## src/rtl/ifetch_pkg.sv

```systemverilog
// Shared types and constants for the instruction fetch unit.
package ifetch_pkg;

  localparam int INSTR_W     = 32;
  localparam int ADDR_W      = 32;
  localparam int INSTR_BYTES = 4;

  typedef enum logic [1:0] {
    IDLE   = 2'd0,
    RUN    = 2'd1,
    HALTED = 2'd2,
    ERROR  = 2'd3
  } state_e;

endpackage

```

## src/rtl/ifetch_pc_gen.sv

```systemverilog
// PC register, next-pc selection (redirect / +4 / hold) and range/alignment checking.
// err pulses on a bad redirect target or an attempt to fetch from a bad pc.
module ifetch_pc_gen
  import ifetch_pkg::*;
#(
  parameter logic [ADDR_W-1:0] RESET_PC  = '0,
  parameter int                MEM_WORDS = 1024
) (
  input  logic              clk,
  input  logic              reset_n,
  input  logic              redir_en,
  input  logic [ADDR_W-1:0] redir_pc,
  input  logic              adv_en,
  output logic [ADDR_W-1:0] pc,
  output logic              err
);

  localparam logic [ADDR_W-1:0] ADDR_LIMIT = ADDR_W'(MEM_WORDS * INSTR_BYTES);

  logic [ADDR_W-1:0] pc_q, pc_d;

  function automatic logic addr_bad(input logic [ADDR_W-1:0] addr);
    return (addr[1:0] != 2'b00) || (addr >= ADDR_LIMIT);
  endfunction

  // NOTE: every output of this block gets a default first, so no path leaves one unassigned (no latch).
  always_comb begin
    pc_d = pc_q;
    err  = 1'b0;
    if (redir_en) begin
      // The bad target is still loaded; pc then freezes there in ERROR.
      pc_d = redir_pc;
      err  = addr_bad(redir_pc);
    end else if (adv_en) begin
      if (addr_bad(pc_q)) err  = 1'b1;
      else                pc_d = pc_q + ADDR_W'(INSTR_BYTES);
    end
  end

  // NOTE: state registers use non-blocking assignments so all flops update together at the edge.
  always_ff @(posedge clk or negedge reset_n) begin
    if (!reset_n) pc_q <= RESET_PC;
    else          pc_q <= pc_d;
  end

  assign pc = pc_q;

endmodule

```

## src/rtl/instr_fetch_unit.sv

```systemverilog
// Instruction fetch unit: FSM and decode-side output register around ifetch_pc_gen.
// Define IFETCH_PERF_EN to add saturating perf_fetched / perf_bubbles counters.
module instr_fetch_unit
  import ifetch_pkg::*;
#(
  parameter logic [ADDR_W-1:0] RESET_PC  = 32'h0000_0000,
  parameter int                MEM_WORDS = 1024
) (
  input  logic               clk,
  input  logic               reset_n,
  output logic [ADDR_W-1:0]  imem_addr,
  input  logic [INSTR_W-1:0] imem_instr,
  input  logic               redirect_valid,
  input  logic [ADDR_W-1:0]  redirect_pc,
  input  logic               halt,
  output logic               out_valid,
  input  logic               out_ready,
  output logic [INSTR_W-1:0] out_instr,
  output logic [ADDR_W-1:0]  out_pc,
  output logic               fetch_err
`ifdef IFETCH_PERF_EN
  ,
  output logic [31:0]        perf_fetched,
  output logic [31:0]        perf_bubbles
`endif
);

  state_e             state_q, state_d;
  logic               out_valid_q, out_valid_d;
  logic [INSTR_W-1:0] out_instr_q, out_instr_d;
  logic [ADDR_W-1:0]  out_pc_q, out_pc_d;
  logic               fetch_err_q, fetch_err_d;

  logic              adv, redir_en, adv_en, pc_err;
  logic [ADDR_W-1:0] pc;

  // The output slot can take a new word when it is empty or being accepted.
  assign adv      = !out_valid_q || out_ready;
  assign redir_en = redirect_valid && (state_q == RUN || state_q == HALTED);
  assign adv_en   = (state_q == RUN) && !redirect_valid && adv;

  ifetch_pc_gen #(
    .RESET_PC  (RESET_PC),
    .MEM_WORDS (MEM_WORDS)
  ) u_pc_gen (
    .clk      (clk),
    .reset_n  (reset_n),
    .redir_en (redir_en),
    .redir_pc (redirect_pc),
    .adv_en   (adv_en),
    .pc       (pc),
    .err      (pc_err)
  );

  always_comb begin
    state_d     = state_q;
    out_valid_d = out_valid_q;
    out_instr_d = out_instr_q;
    out_pc_d    = out_pc_q;
    fetch_err_d = fetch_err_q;
    unique case (state_q)
      IDLE: state_d = RUN;
      RUN: begin
        if (redirect_valid) begin
          out_valid_d = 1'b0;
          if (pc_err) begin
            fetch_err_d = 1'b1;
            state_d     = ERROR;
          end
        end else if (adv) begin
          if (pc_err) begin
            out_valid_d = 1'b0;
            fetch_err_d = 1'b1;
            state_d     = ERROR;
          end else begin
            out_valid_d = 1'b1;
            out_instr_d = imem_instr;
            out_pc_d    = pc;
            if (halt) state_d = HALTED;
          end
        end else if (halt) begin
          state_d = HALTED;
        end
      end
      HALTED: begin
        if (redirect_valid) begin
          out_valid_d = 1'b0;
          if (pc_err) begin
            fetch_err_d = 1'b1;
            state_d     = ERROR;
          end else begin
            state_d = RUN;
          end
        end else if (out_valid_q && out_ready) begin
          out_valid_d = 1'b0;
        end
      end
      ERROR: if (out_valid_q && out_ready) out_valid_d = 1'b0;
      default: state_d = IDLE;
    endcase
  end

  // NOTE: the data registers are reset too, so decode never sees stale contents after reset.
  always_ff @(posedge clk or negedge reset_n) begin
    if (!reset_n) begin
      state_q     <= IDLE;
      out_valid_q <= 1'b0;
      out_instr_q <= '0;
      out_pc_q    <= '0;
      fetch_err_q <= 1'b0;
    end else begin
      state_q     <= state_d;
      out_valid_q <= out_valid_d;
      out_instr_q <= out_instr_d;
      out_pc_q    <= out_pc_d;
      fetch_err_q <= fetch_err_d;
    end
  end

  assign imem_addr = pc;
  assign out_valid = out_valid_q;
  assign out_instr = out_instr_q;
  assign out_pc    = out_pc_q;
  assign fetch_err = fetch_err_q;

`ifdef IFETCH_PERF_EN
  logic [31:0] perf_fetched_q, perf_fetched_d;
  logic [31:0] perf_bubbles_q, perf_bubbles_d;

  always_comb begin
    perf_fetched_d = perf_fetched_q;
    perf_bubbles_d = perf_bubbles_q;
    if (out_valid_q && out_ready && !(&perf_fetched_q))
      perf_fetched_d = perf_fetched_q + 32'd1;
    if (state_q == RUN && !out_valid_q && !(&perf_bubbles_q))
      perf_bubbles_d = perf_bubbles_q + 32'd1;
  end

  always_ff @(posedge clk or negedge reset_n) begin
    if (!reset_n) begin
      perf_fetched_q <= '0;
      perf_bubbles_q <= '0;
    end else begin
      perf_fetched_q <= perf_fetched_d;
      perf_bubbles_q <= perf_bubbles_d;
    end
  end

  assign perf_fetched = perf_fetched_q;
  assign perf_bubbles = perf_bubbles_q;
`endif

endmodule

```

## config.mk

```make
export PLATFORM = sky130hd
export DESIGN_NAME = instr_fetch_unit
export DESIGN_NICKNAME = d
export VERILOG_FILES = /design/src/rtl/ifetch_pkg.sv /design/src/rtl/ifetch_pc_gen.sv /design/src/rtl/instr_fetch_unit.sv
export SDC_FILE = /design/constraint.sdc
export NUM_CORES = 1
export LEC_CHECK = 0
export CAP_MARGIN = 20
export CORE_MARGIN = 4
export CORE_UTILIZATION = 25
export CTS_CLUSTER_SIZE = 8
export DETAILED_ROUTE_END_ITERATION = 12
export DONT_BUFFER_PORTS = 1
export GPL_TIMING_DRIVEN = 1
export PLACE_DENSITY_LB_ADDON = 0.2
export SLEW_MARGIN = 10
export SYNTH_ARGS = -nofsm -noshare
export SYNTH_HDL_FRONTEND = slang
export SYNTH_SLANG_ARGS = --single-unit
```

## constraint.sdc

```tcl
create_clock -name clk -period 7.95 [get_ports clk]
set_clock_uncertainty 0.15 [all_clocks]
set_input_delay 1.1925 -clock clk [delete_from_list [all_inputs] [get_ports clk]]
set_output_delay 1.1925 -clock clk [all_outputs]
set_load 0.01 [all_outputs]
```

---- Word-level counts from Yosys, hierarchy flattened ----
Cells that the tools add are included.
W data, S select, Z words.
word-level totals
  logic and storage cells ................. 65
  bits in registers ....................... 100
operators by class
  reduce and logical (&&, ||, !) cells .... 22
  equal/unequal tests ..................... 7
  multiplexer cells ....................... 25
  $add $sub $neg .......................... 1
  order comparisons ....................... 2
  bitwise gates (word level) .............. 2
operators by type and width
  operator                 count
  $mux W32                 3
  $ge A32 B13 Y1 const B   2
  $add A32 B3 Y32 const B  1
  $mux W2                  7
  $mux W1                  12
  $reduce_bool A2 Y1       4
  $ne A3 B3 Y1 const B     2
  $pmux W2 S3              1
  $reduce_and A3 Y1        2
  $reduce_bool A3 Y1       2
  $eq A2 B2 Y1 const B     2
  $logic_and A1 B1 Y1      4
  $logic_or A1 B1 Y1       4
  $ne A2 B2 Y1 const B     2
  $reduce_and A2 Y1        2
  $reduce_and A4 Y1        1
  $pmux W1 S3              1
  $eq A2 B1 Y1 const B     1
  $logic_not A1 Y1         2
  $logic_not A2 Y1         1
  $not A1 Y1               2
  $pmux W1 S2              1

---- Logic depth before layout (Yosys ltp) ----
Gate-level depths: netlist of run 1.
  depth after elaboration ................. 9
  depth in mapped cells ................... 9
  mapped depth without buffers ............ 7

---- Modules after synthesis ----
Synthesis of run 1 repeated with hierarchy kept, for this count alone.
unflattened totals
  cells, all modules ...................... 325
  area total of the unflattened synthesis .. 4,366.7 um^2
modules (own cells, without submodules)
  module            area an instance (um^2)  instances  cells an instance  seq. area each (um^2)
  instr_fetch_unit  2,757.6                  1          177                1,701.6
  ifetch_pc_gen     1,609.0                  1          148                800.8

---- Least setup slack after synthesis of run 1 ----
OpenSTA, ideal clock, no wires.
  path kind ............................... register -> register
  from .................................... register u_pc_gen.pc_q[31], in the netlist u_pc_gen.pc[31]
  to ...................................... register u_pc_gen.pc_q[10], in the netlist u_pc_gen.pc[10]
  library setup time ...................... 0.082 ns
  path buffers ............................ 2
  setup slack ............................. 4.971 ns
  cell stages (with the launch flop) ...... 8
  arrival time ............................ 2.747 ns
  path through ............................ dfrtp_1 or4_4 or4_1 buf_2 or3_4 buf_6 or4_1 a31oi_1
on the way
  cells in the longest elaborated chain, start to end .. 4
RTL lines
  what                                line                 text
  start, declared                     ifetch_pc_gen.sv:20  logic [ADDR_W-1:0] pc_q, pc_d;
  start signal, assigned              ifetch_pc_gen.sv:43  else pc_q <= pc_d;
  $ge A32 B13 Y1                      ifetch_pc_gen.sv:23  return (addr[1:0] != 2'b00) || (addr >= ADDR_LIMIT);
  $logic_or A1 B1 Y1                  ifetch_pc_gen.sv:23
  $ne A2 B2 Y1 (no source line)       --
  $reduce_and A2 Y1 (no source line)  --
Every way passes these cells.
A chain may end at the register's enable or synchronous reset.

---- Worst setup path after layout of run 1 ----
  from .................................... register u_pc_gen.pc_q[0], in the netlist u_pc_gen.pc[0]
  to ...................................... register u_pc_gen.pc_q[10], in the netlist u_pc_gen.pc[10]
on the way
  cells in the longest elaborated chain, start to end .. 4
  elaborated cells between the ends (all ways) .. 9
  classes of those cells .................. add/sub: 1; order compare: 1; eq/ne: 1; mux: 3; reduce/logical: 3
RTL lines
  what                                            line                                      text
  $add A32 B3 Y32, or another cell as far along   ifetch_pc_gen.sv:36                       else pc_d = pc_q + ADDR_W'(INSTR_BYTES);
  $mux W32 or $logic_or A1 B1 Y1 (tied branches)  ifetch_pc_gen.sv:35, ifetch_pc_gen.sv:23
  $mux W32 or $ne A2 B2 Y1 (tied branches)        --
  $mux W32 or $reduce_and A2 Y1 (tied branches)   --
Several ways; a longest one is shown, not always the timed one. The select of a mux whose other input is x is not followed.

==> results.txt, run 1 <==
----------------------------------------------------
[Run status]
  Outcome ... finished clean

[Placement]
  DP Wirelength ... a little over 8000 um
  Placed instance count ... ~650
  Final weighted congestion in routability-driven placement ... 0.768
  Placed cell areas ... around 4400 um^2
  Number of buffer cells added on primary ports ... 0

[Global routing]
  Overflow after GRT ... 0
  Pin count of the biggest net entering global routing ... 101
  Antenna violations before repair ... 0
  Global-route wire length before repair ... ~18000 um
  Combined global-route utilization of all metal layers ... 0.123
  Number of global-route vias before repair ... just over 3000

[CTS]
  Post-cts repair resize count ... 0
  CTS tree ... yes
  Root buffer cell ... clkbuf_16
  Clk slew on worst S/H paths ... 0.08 ns
  Post-cts hold buffer count ... 0
  Max H-tree Level ... 3
  Clock Latency Late Sink ... 0.35 ns
  Maximum clock insertion buffer count ... 2
  Buffers inserted by post-CTS timing repair ... 0
  Clock sinks ... 100
  Number of clock buffers inserted by TritonCTS ... 9

[Yosys]
  Sequential area share after synthesis ... 0.596
  Net count after synthesis ... around 520
  Synth Register Bits ... 100
  Async S/R FF share, synth ... 1.00
  Dominant synthesized flop cell ... dfrtp_1
  Cell area after synthesis ... 4200 um^2
  EDFF count, synth ... 0
  Count of mapped cells out of synthesis ... 448
  Mapped Avg Cell Area ... between 9 and 10 um^2
  Number of distinct library cell variants in the gate-level netlist after synthesis ... between 40 and 50
  Warnings from Yosys ... 0

[STA]
  Hold Violations, Final ... 0
  Number of failing setup endpoints in the final timing report ... 0
  Worst hold slack after final layout ... 0.375 ns
  Final Max Tran Viols ... 0
  Time the worst path needs with I/O delays and setup ... 3.38 ns
  Setup repair after global routing missed its margin ... no
  Fmax ... approximately 300 MHz
  Sum Neg Setup Slack ... 0 ns
  Worst rel slew slack ... 0.506
  Crit share post-route ... 0.426
  Least-Margin Pin Slew ... between 0.7 and 0.8 ns

[Min path]
  Path class of the lowest-slack min-delay path ... primary input to async pin

[Floorplanning]
  Starting density of the core ... 0.254
  Row cnt ... 47
  Boundary pin count ... 167
  Chip height ... 138 um
  Area inside the core boundary ... 16500 um^2
  Overall die width ... approximately 140 um
  Die area ... 18900 um^2

[Routing]
  Via count ... roughly 3000
  Final Routed Wirelength ... 11600 um
  Final routed wire length divided by cell count ... ~17 um
  Post-route DRC violation count ... 0
  Via density per instance ... 4.49
  Drt first pass iters ... 4
  Antenna viol nets, final ... 0
  Initial DRC count ... 245

[Pwr]
  Worst supply voltage drop on vdd ... 105 uV
  Leakage Power ... ~2.3 nW
  Pwr dens ... 321 nW/um^2

[Critical path]
  Startpoint types ... register
  Required time worst endpoint ... between 8 and 9 ns
  Cell with the most instances on the worst path ... or4_1
  Crit path arrival time ... 3.51 ns
  Critical path cell sequence ... or4_1, or4_1, or3_4, or4_1, a31oi_1
  Slowest CP cell ... or3_4
  Crit path buffers/inverters ... 0
  Number of cells on the critical path ... 5
  Setup Crit Path Kind ... register to register
  Worst reg-to-reg path cell count ... 5
  Cell family with the largest share of critical-path delay ... simple AND/OR/NAND/NOR gates
  Maximum fanout along the worst path ... 74
  Nature of the critical path endpoint ... register
  Worst path max stage delay ... 0.68 ns

[Final layout]
  Post-route cell area ... 4720 um^2
  Proportion of layout cells with a drive suffix above 1 ... 0.0605
  Number of nets in the finished design ... 517
  Total area of multi-input combinational cells ... 1570 um^2
  Layout area overhead ... 12.4%
  Diode insertion count for antenna repair ... 0
  Footprint of the flip-flops and latches ... 2500 um^2
  Layout fillers ... approximately 1700
  Fin cells ... 666

[Job]
  Maxcap violations ... 0

----------------------------------------------------
per-stage QoR:
stage	power, mW	worst slack, ns	util
after global placement	1.07	4.53	0.267
final	1.52	4.57	0.286
after detailed placement	1.09	4.53	0.267
after floorplan	0.972	4.97	-
after global routing	1.63	4.43	0.286
after CTS	1.54	4.50	0.285
synth_stat cells, drive strengths merged, types with 3 or more instances:
cell type | n | area, um^2
nand2 | 196 | 736
xnor2 | 3 | 26.3
or4 | 8 | 63.8
buf | 4 | 25.0
nor3 | 6 | 30.0
nor4 | 7 | 43.8
nand3b | 3 | 22.5
clkbuf | 18 | 67.6
inv | 9 | 33.8
a21oi | 6 | 30.0
and2 | 24 | 150
ha | 7 | 87.6
or3 | 3 | 23.8
o21ai | 12 | 60.1
o22ai | 3 | 18.8
nor2 | 7 | 26.3
dfrtp | 100 | 2500
area by class of cell:
class | count | area share
clock buffer | 10 | 0.0506
clock inverter | 6 | 0.0119
inverter | 9 | 0.00716
multi-input combinational | 317 | 0.334
sequential | 100 | 0.530
tap | 220 | 0.0583
timing repair buffer | 4 | 0.00796
cell usage in the layout (no fill, tap or decap), types with 2 or more instances in the layout:
cell	count
or4_1	7
o21ai_0	12
dfrtp_1	100
nand3_1	2
mux2_2	2
ha_1	7
a221o_1	2
and3_1	2
nand4_1	2
nand2_1	196
a31oi_1	2
buf_4	3
clkinv_4	3
nand3b_1	3
and4_1	2
inv_1	9
a22oi_1	2
clkbuf_16	9
o22ai_1	3
nor3_1	5
o31ai_1	2
or3_1	2
inv_8	2
a21oi_1	6
nor2_1	7
nor4_1	7
and2_1	24
xnor2_1	3
per-layer routing:
layer | up-vias | share of wire | GRT usage
li1 | 1439 | - | -
met1 | 1434 | 0.41 | 0.152
met2 | 105 | 0.48 | 0.191
met3 | 12 | 0.098 | 0.0544
met4 | 0 | 0.013 | 0.0427
met5 | - | 0 | 0
worst paths after layout:
check,to,slack [ns],from
max in group asynchronous,out_instr[10]$_DFFE_PN0P_,7.13,reset_n
min in group clk,out_pc[11]$_DFFE_PN0P_,0.40,out_pc[11]$_DFFE_PN0P_
setup / recovery,u_pc_gen.pc[10]$_DFFE_PN0P_,4.57,u_pc_gen.pc[0]$_DFFE_PN0P_
hold / removal,out_pc[25]$_DFFE_PN0P_,0.38,reset_n
setup reg to reg,u_pc_gen.pc[10]$_DFFE_PN0P_,4.57,u_pc_gen.pc[0]$_DFFE_PN0P_
hold reg to reg,out_pc[11]$_DFFE_PN0P_,0.40,out_pc[11]$_DFFE_PN0P_
power by group:
| group | internal [mW] | switching, mW | total [mW] |
|---|---|---|---|
| registers | 0.604 | 0.167 | 0.770 |
| clock network | 0.227 | 0.213 | 0.440 |
| logic | 0.125 | 0.180 | 0.304 |
sequential cells by signal, summed over array words and instances (netlist names):
signal       flops
state_q          2
fetch_err        1
u_pc_gen.pc     32
out_pc          32
out_valid        1
out_instr       32
worst register-to-register path, stage by stage, from the launching register on:
cell,delay [ns]
dfrtp_1,0.43
or4_1,0.60
or4_1,0.67
or3_4,0.68
or4_1,0.61
a31oi_1,0.18
cells by family (layout without fill, tap and decap cells):
kind of cell / count (synthesis) / in the layout / synth area share
AO/OA/AOI/OAI: 36 / 36 / 0.0543
XOR/XNOR: 3 / 3 / 0.00626
adder cells (fa/ha/maj): 7 / 7 / 0.0209
buffers and inverters: 31 / 29 / 0.0301
flip-flops: 100 / 100 / 0.596
multiplexers: 3 / 3 / 0.00775
AND/OR/NAND/NOR: 268 / 268 / 0.285
No activity file was read; power rests on OpenSTA's default activity.
==> inputs of run 2 (changes only) <==
- clock period: 7.95 -> 2.7 ns (I/O delays scaled with it)
==> results.txt, run 2 (synthesized netlist as in run 1, its figures left out) <==
----------------------------------------------------
[Run status]
  Violated checks ... hold timing, setup timing
  Outcome ... complete, but fails checks

[Global routing]
  Pin count of the biggest net entering global routing ... between 100 and 150
  Global-route wire length before repair ... 18900 um
  Met2 Track Usage GR ... 0.205
  Number of global-route vias before repair ... 3341
  Combined global-route utilization of all metal layers ... 0.132
  Overflow after GRT ... 0
  Antenna violations before repair ... 0
  Global routing met1 resource utilization ... 0.168
  Met3 Resource Use GR ... 0.0383
  Peak-usage layer in the global routing report ... met2

[Final layout]
  Fin cells ... approximately 740
  Commonest cells after routing, fill and taps aside ... nand2_1, dfrtp_1, dlygate4sd3_1, buf_4, and2_1
  Diode insertion count for antenna repair ... 0
  Post-route cell area ... 5420 um^2
  Most common cell after layout, fill and taps aside ... nand2_1
  Layout fillers ... 1687
  Utilization after layout ... 0.328
  Number of nets in the finished design ... ~590
  Proportion of layout cells with a drive suffix above 1 ... 0.132
  Layout area overhead ... 29.1%

[Critical path]
  Nature of the critical path endpoint ... register
  Crit path from ... u_pc_gen.pc[0]$_DFFE_PN0P_
  Crit path arrival time ... 2.83 ns
  Setup Crit Path Kind ... register to register
  Slowest CP cell ... or4_4
  Cell family with the largest share of critical-path delay ... simple AND/OR/NAND/NOR gates
  Cell with the most instances on the worst path ... or4_4
  Critical path cell sequence ... or4_4, or4_4, or3_4, or4_4, a31oi_4
  R2R Setup Slk ... -0.01 ns
  Critical register-to-register path startpoint ... u_pc_gen.pc[0]$_DFFE_PN0P_
  Worst path max stage delay ... 0.59 ns
  Required time worst endpoint ... roughly 2.8 ns
  Crit path buffers/inverters ... 0
  Startpoint types ... register
  Maximum fanout along the worst path ... 4

[Floorplanning]
  Die area ... 18900 um^2
  Boundary pin count ... around 170
  Area inside the core boundary ... 16500 um^2
  Starting density of the core ... 0.254
  Overall die width ... 138 um
  Row cnt ... 47
  Chip height ... 138 um

[STA]
  Time the worst path needs with I/O delays and setup ... 2.71 ns
  Worst rel slew slack ... 0.683
  Final Max Tran Viols ... 0
  Hold Violations, Final ... 100
  Least-Margin Pin Slew ... 0.475 ns
  Fmax ... 369 MHz
  Number of failing setup endpoints in the final timing report ... 1
  Post-route worst setup slack ... -0.0101 ns
  Setup repair after global routing missed its margin ... yes
  Worst hold slack after final layout ... -0.402 ns
  Sum Neg Setup Slack ... -0.0101 ns
  Crit share post-route ... 1.00

[Job]
  Maxcap violations ... 0

[Pwr]
  Post-layout power ... 4.76 mW
  Leakage Power ... 2.68 nW
  Worst supply voltage drop on vdd ... 327 uV
  Pwr dens ... 879 nW/um^2

[CTS]
  Post-cts hold buffer count ... 36
  Clock Latency Late Sink ... about 0.35 ns
  Maximum clock insertion buffer count ... 2
  Clk slew on worst S/H paths ... approximately 0.070 ns
  Clock sinks ... 100
  Max H-tree Level ... 3
  CTS tree ... yes
  Root buffer cell ... clkbuf_16
  Number of clock buffers inserted by TritonCTS ... 9

[Routing]
  Via count ... 3296
  Post-route DRC violation count ... 0
  Initial DRC count ... between 200 and 300
  Final Routed Wirelength ... 12200 um
  Final routed wire length divided by cell count ... 16.6 um
  Drt first pass iters ... 4
  Via density per instance ... 4.48
  Antenna viol nets, final ... 0

[Placement]
  Final weighted congestion in routability-driven placement ... between 0.7 and 0.8
  Post-place setup slack ... -0.201 ns
  DP Wirelength ... 8820 um
  Placed instance count ... 682
  Placed cell areas ... 4680 um^2
  Number of buffer cells added on primary ports ... 0

[Min path]
  Path class of the lowest-slack min-delay path ... primary input to async pin

----------------------------------------------------
-- run 2: power by group --
group,leakage (nW),internal (mW),switching (mW)
logic,1.23,0.618,0.715
registers,1.32,1.78,0.406
clock network,0.134,0.638,0.610
-- run 2: worst reg2reg max path, delay by kind of cell (launching register included) --
| family | cells | cell delay [ns] |
|---|---|---|
| and+or+nand+nor | 4 | 1.94 |
| DFF | 1 | 0.38 |
| AOI/OAI and AO/OA | 1 | 0.17 |
-- run 2: cell type report --
type	instances	area (um^2)	area share
sequential	100	2500	0.462
timing repair buffer	74	687	0.127
clock buffer	9	225	0.0416
tap	220	275	0.0508
inverter	9	33.8	0.00623
clock inverter	7	57.6	0.0106
multi-input combinational	317	1640	0.302
-- run 2: path summary, 6_finish.rpt --
check,cells after the start,end
worst max-delay path,5,u_pc_gen.pc[10]$_DFFE_PN0P_
worst min-delay path,0,u_pc_gen.pc[23]$_DFFE_PN0P_
worst min register to register,2,out_pc[5]$_DFFE_PN0P_
max in group asynchronous,0,out_pc[14]$_DFFE_PN0P_
min in group clk,2,u_pc_gen.pc[21]$_DFFE_PN0P_
worst max register to register,5,u_pc_gen.pc[10]$_DFFE_PN0P_
-- run 2: repair_timing --
action                                  4_1_cts  5_1_grt
pin swaps                                     3        2
buffers inserted                              2        0
resized for setup                             4       12
hold endpoints to repair                    136      100
endpoints found under the setup margin       62       24
-- run 2: routing by layer --
metal | vias to the layer above | part of all wire
met3 | 17 | 0.074
met4 | 0 | 0.025
met5 | - | 0
met1 | 1597 | 0.41
li1 | 1581 | -
met2 | 101 | 0.49
==> inputs of run 3 (changes only) <==
- clock period: 2.7 -> 3.3 ns (I/O delays scaled with it)
==> results.txt, run 3 (synthesized netlist as in run 1, its figures left out) <==
----------------------------------------------------
[CTS]
  Max H-tree Level ... 3
  Clk slew on worst S/H paths ... 0.07 ns
  CTS tree ... yes
  Number of clock buffers inserted by TritonCTS ... 9
  Root buffer cell ... clkbuf_16
  Maximum clock insertion buffer count ... 2
  Clock Latency Late Sink ... 0.35 ns
  Buffers inserted by post-CTS timing repair ... 0
  Clock sinks ... 100

[Routing]
  Via count ... 2993
  Post-route DRC violation count ... 0
  Drt first pass iters ... 4
  Final routed wire length divided by cell count ... 17.5 um
  Initial DRC count ... 185
  Via density per instance ... 4.47
  Final Routed Wirelength ... 11700 um
  Antenna viol nets, final ... 0

[Final layout]
  Diode insertion count for antenna repair ... 0
  Number of nets in the finished design ... around 520
  Utilization after layout ... 0.291
  Most common cell after layout, fill and taps aside ... nand2_1
  Layout fillers ... between 1500 and 2000
  Proportion of layout cells with a drive suffix above 1 ... 0.0644
  Layout area overhead ... 14.4%
  Commonest cells after routing, fill and taps aside ... nand2_1, dfrtp_1, and2_1, o21ai_0

[STA]
  Worst rel slew slack ... 0.607
  Setup repair after global routing missed its margin ... no
  Number of failing setup endpoints in the final timing report ... 0
  Sum Neg Setup Slack ... 0 ns
  Final Max Tran Viols ... 0
  Least-Margin Pin Slew ... just under 0.6 ns
  Hold Violations, Final ... 0
  Crit share post-route ... 0.919
  Time the worst path needs with I/O delays and setup ... 3.03 ns
  Fmax ... about 330 MHz

[Min path]
  Path class of the lowest-slack min-delay path ... primary input to register

[Critical path]
  Setup Crit Path Kind ... register to register
  Maximum fanout along the worst path ... 27
  Nature of the critical path endpoint ... register
  Startpoint types ... register
  Crit path arrival time ... 3.17 ns
  Required time worst endpoint ... 3.44 ns

[Floorplanning]
  Die area ... 18900 um^2
  Row cnt ... 47
  Boundary pin count ... 167
  Overall die width ... 138 um
  Starting density of the core ... 0.254
  Area inside the core boundary ... ~17000 um^2
  Chip height ... between 100 and 150 um

[Global routing]
  Global-route wire length before repair ... 17700 um
  Combined global-route utilization of all metal layers ... 0.124
  Overflow after GRT ... 0
  Antenna violations before repair ... 0
  Number of global-route vias before repair ... 3095
  Pin count of the biggest net entering global routing ... 101

[Placement]
  Number of buffer cells added on primary ports ... 0
  DP Wirelength ... 8430 um
  Final weighted congestion in routability-driven placement ... 0.756

[Job]
  Maxcap violations ... 0

[Run status]
  Outcome ... finished clean

[Pwr]
  Worst supply voltage drop on vdd ... 273 uV
  Leakage Power ... 2.37 nW
  Pwr dens ... 785 nW/um^2

----------------------------------------------------
## run 3: changes by cell type in the layout (fill, tap and decap cells not counted), moves of 2 or more
| cell | before | now |
|---|---|---|
| or4_1 | 3 | 7 |
| mux2_4 | 2 | 0 |
| buf_12 | 3 | 1 |
| dlygate4sd3_1 | 36 | 1 |
| mux2_2 | 0 | 2 |
| buf_4 | 34 | 5 |
| bufinv_16 | 0 | 2 |
| or4_4 | 5 | 1 |
## run 3: per-stage QoR
| step | area, um^2 | power [mW] | hold slack, ns | setup WS, ns | instances |
|---|---|---|---|---|---|
| after detailed placement | 4440 | 2.63 | 0.0514 | 0.240 | 652 |
| final | 4800 | 3.77 | 0.0951 | 0.268 | 670 |
| after CTS | 4800 | 3.85 | 0.0775 | 0.227 | 670 |
| after global routing | 4800 | 4.04 | 0.0802 | 0.0430 | 670 |
| after floorplan | 4200 | 2.34 | 0.0494 | 0.321 | 448 |
| after global placement | 4440 | 2.60 | 0.0518 | 0.266 | 652 |
## run 3: path summary, 6_finish.rpt
kind	startpoint	end	slack, ns	cells after the start
min in group asynchronous	reset_n	out_pc[19]$_DFFE_PN0P_	0.54	2
worst min-delay path	imem_instr[12]	out_instr[12]$_DFFE_PN0P_	0.1	2
worst min register to register	out_pc[7]$_DFFE_PN0P_	out_pc[7]$_DFFE_PN0P_	0.40	2
worst max-delay path	u_pc_gen.pc[0]$_DFFE_PN0P_	out_instr[1]$_DFFE_PN0P_	0.27	7
max in group asynchronous	reset_n	u_pc_gen.pc[1]$_DFFE_PN0P_	2.02	2
worst max register to register	u_pc_gen.pc[0]$_DFFE_PN0P_	out_instr[1]$_DFFE_PN0P_	0.27	7
## run 3: area by class of cell
cell class	instances	area, um^2	area share
Sequential cell	100	2500	0.521
Inverter	9	33.8	0.00703
Clock inverter	6	93.8	0.0195
Tap cell	220	275	0.0573
Multi-Input combinational cell	317	1570	0.328
Clock buffer	10	229	0.0477
Timing Repair Buffer	8	95.1	0.0198
## run 3: what timing repair did
| item | in CTS | in global routing |
|---|---|---|
| endpoints found under the hold margin | 100 | 0 |
| gates resized for setup | 0 | 0 |
| hold buffers | 2 | 0 |
## run 3: critical path, stage by stage, from the launching register on
cell and delay [ns]:
dfrtp_1 0.43, or4_1 0.60, or4_1 0.67, nor3_2 0.36, buf_4 0.28, buf_4 0.31, nand2_1 0.09, nand2_1 0.06
## run 3: power by group
part | leakage, nW | internal [mW] | switching, mW
clock network | 0.154 | 0.672 | 0.486
logic | 0.902 | 0.297 | 0.456
registers | 1.32 | 1.45 | 0.407
## run 3: metal layers
metal,GRT usage,wire [um],vias up
met1,0.144,4490,1431
met5,0,0,-
met2,0.197,5880,107
met3,0.0530,1150,13
met4,0.0554,174,0
li1,-,-,1442
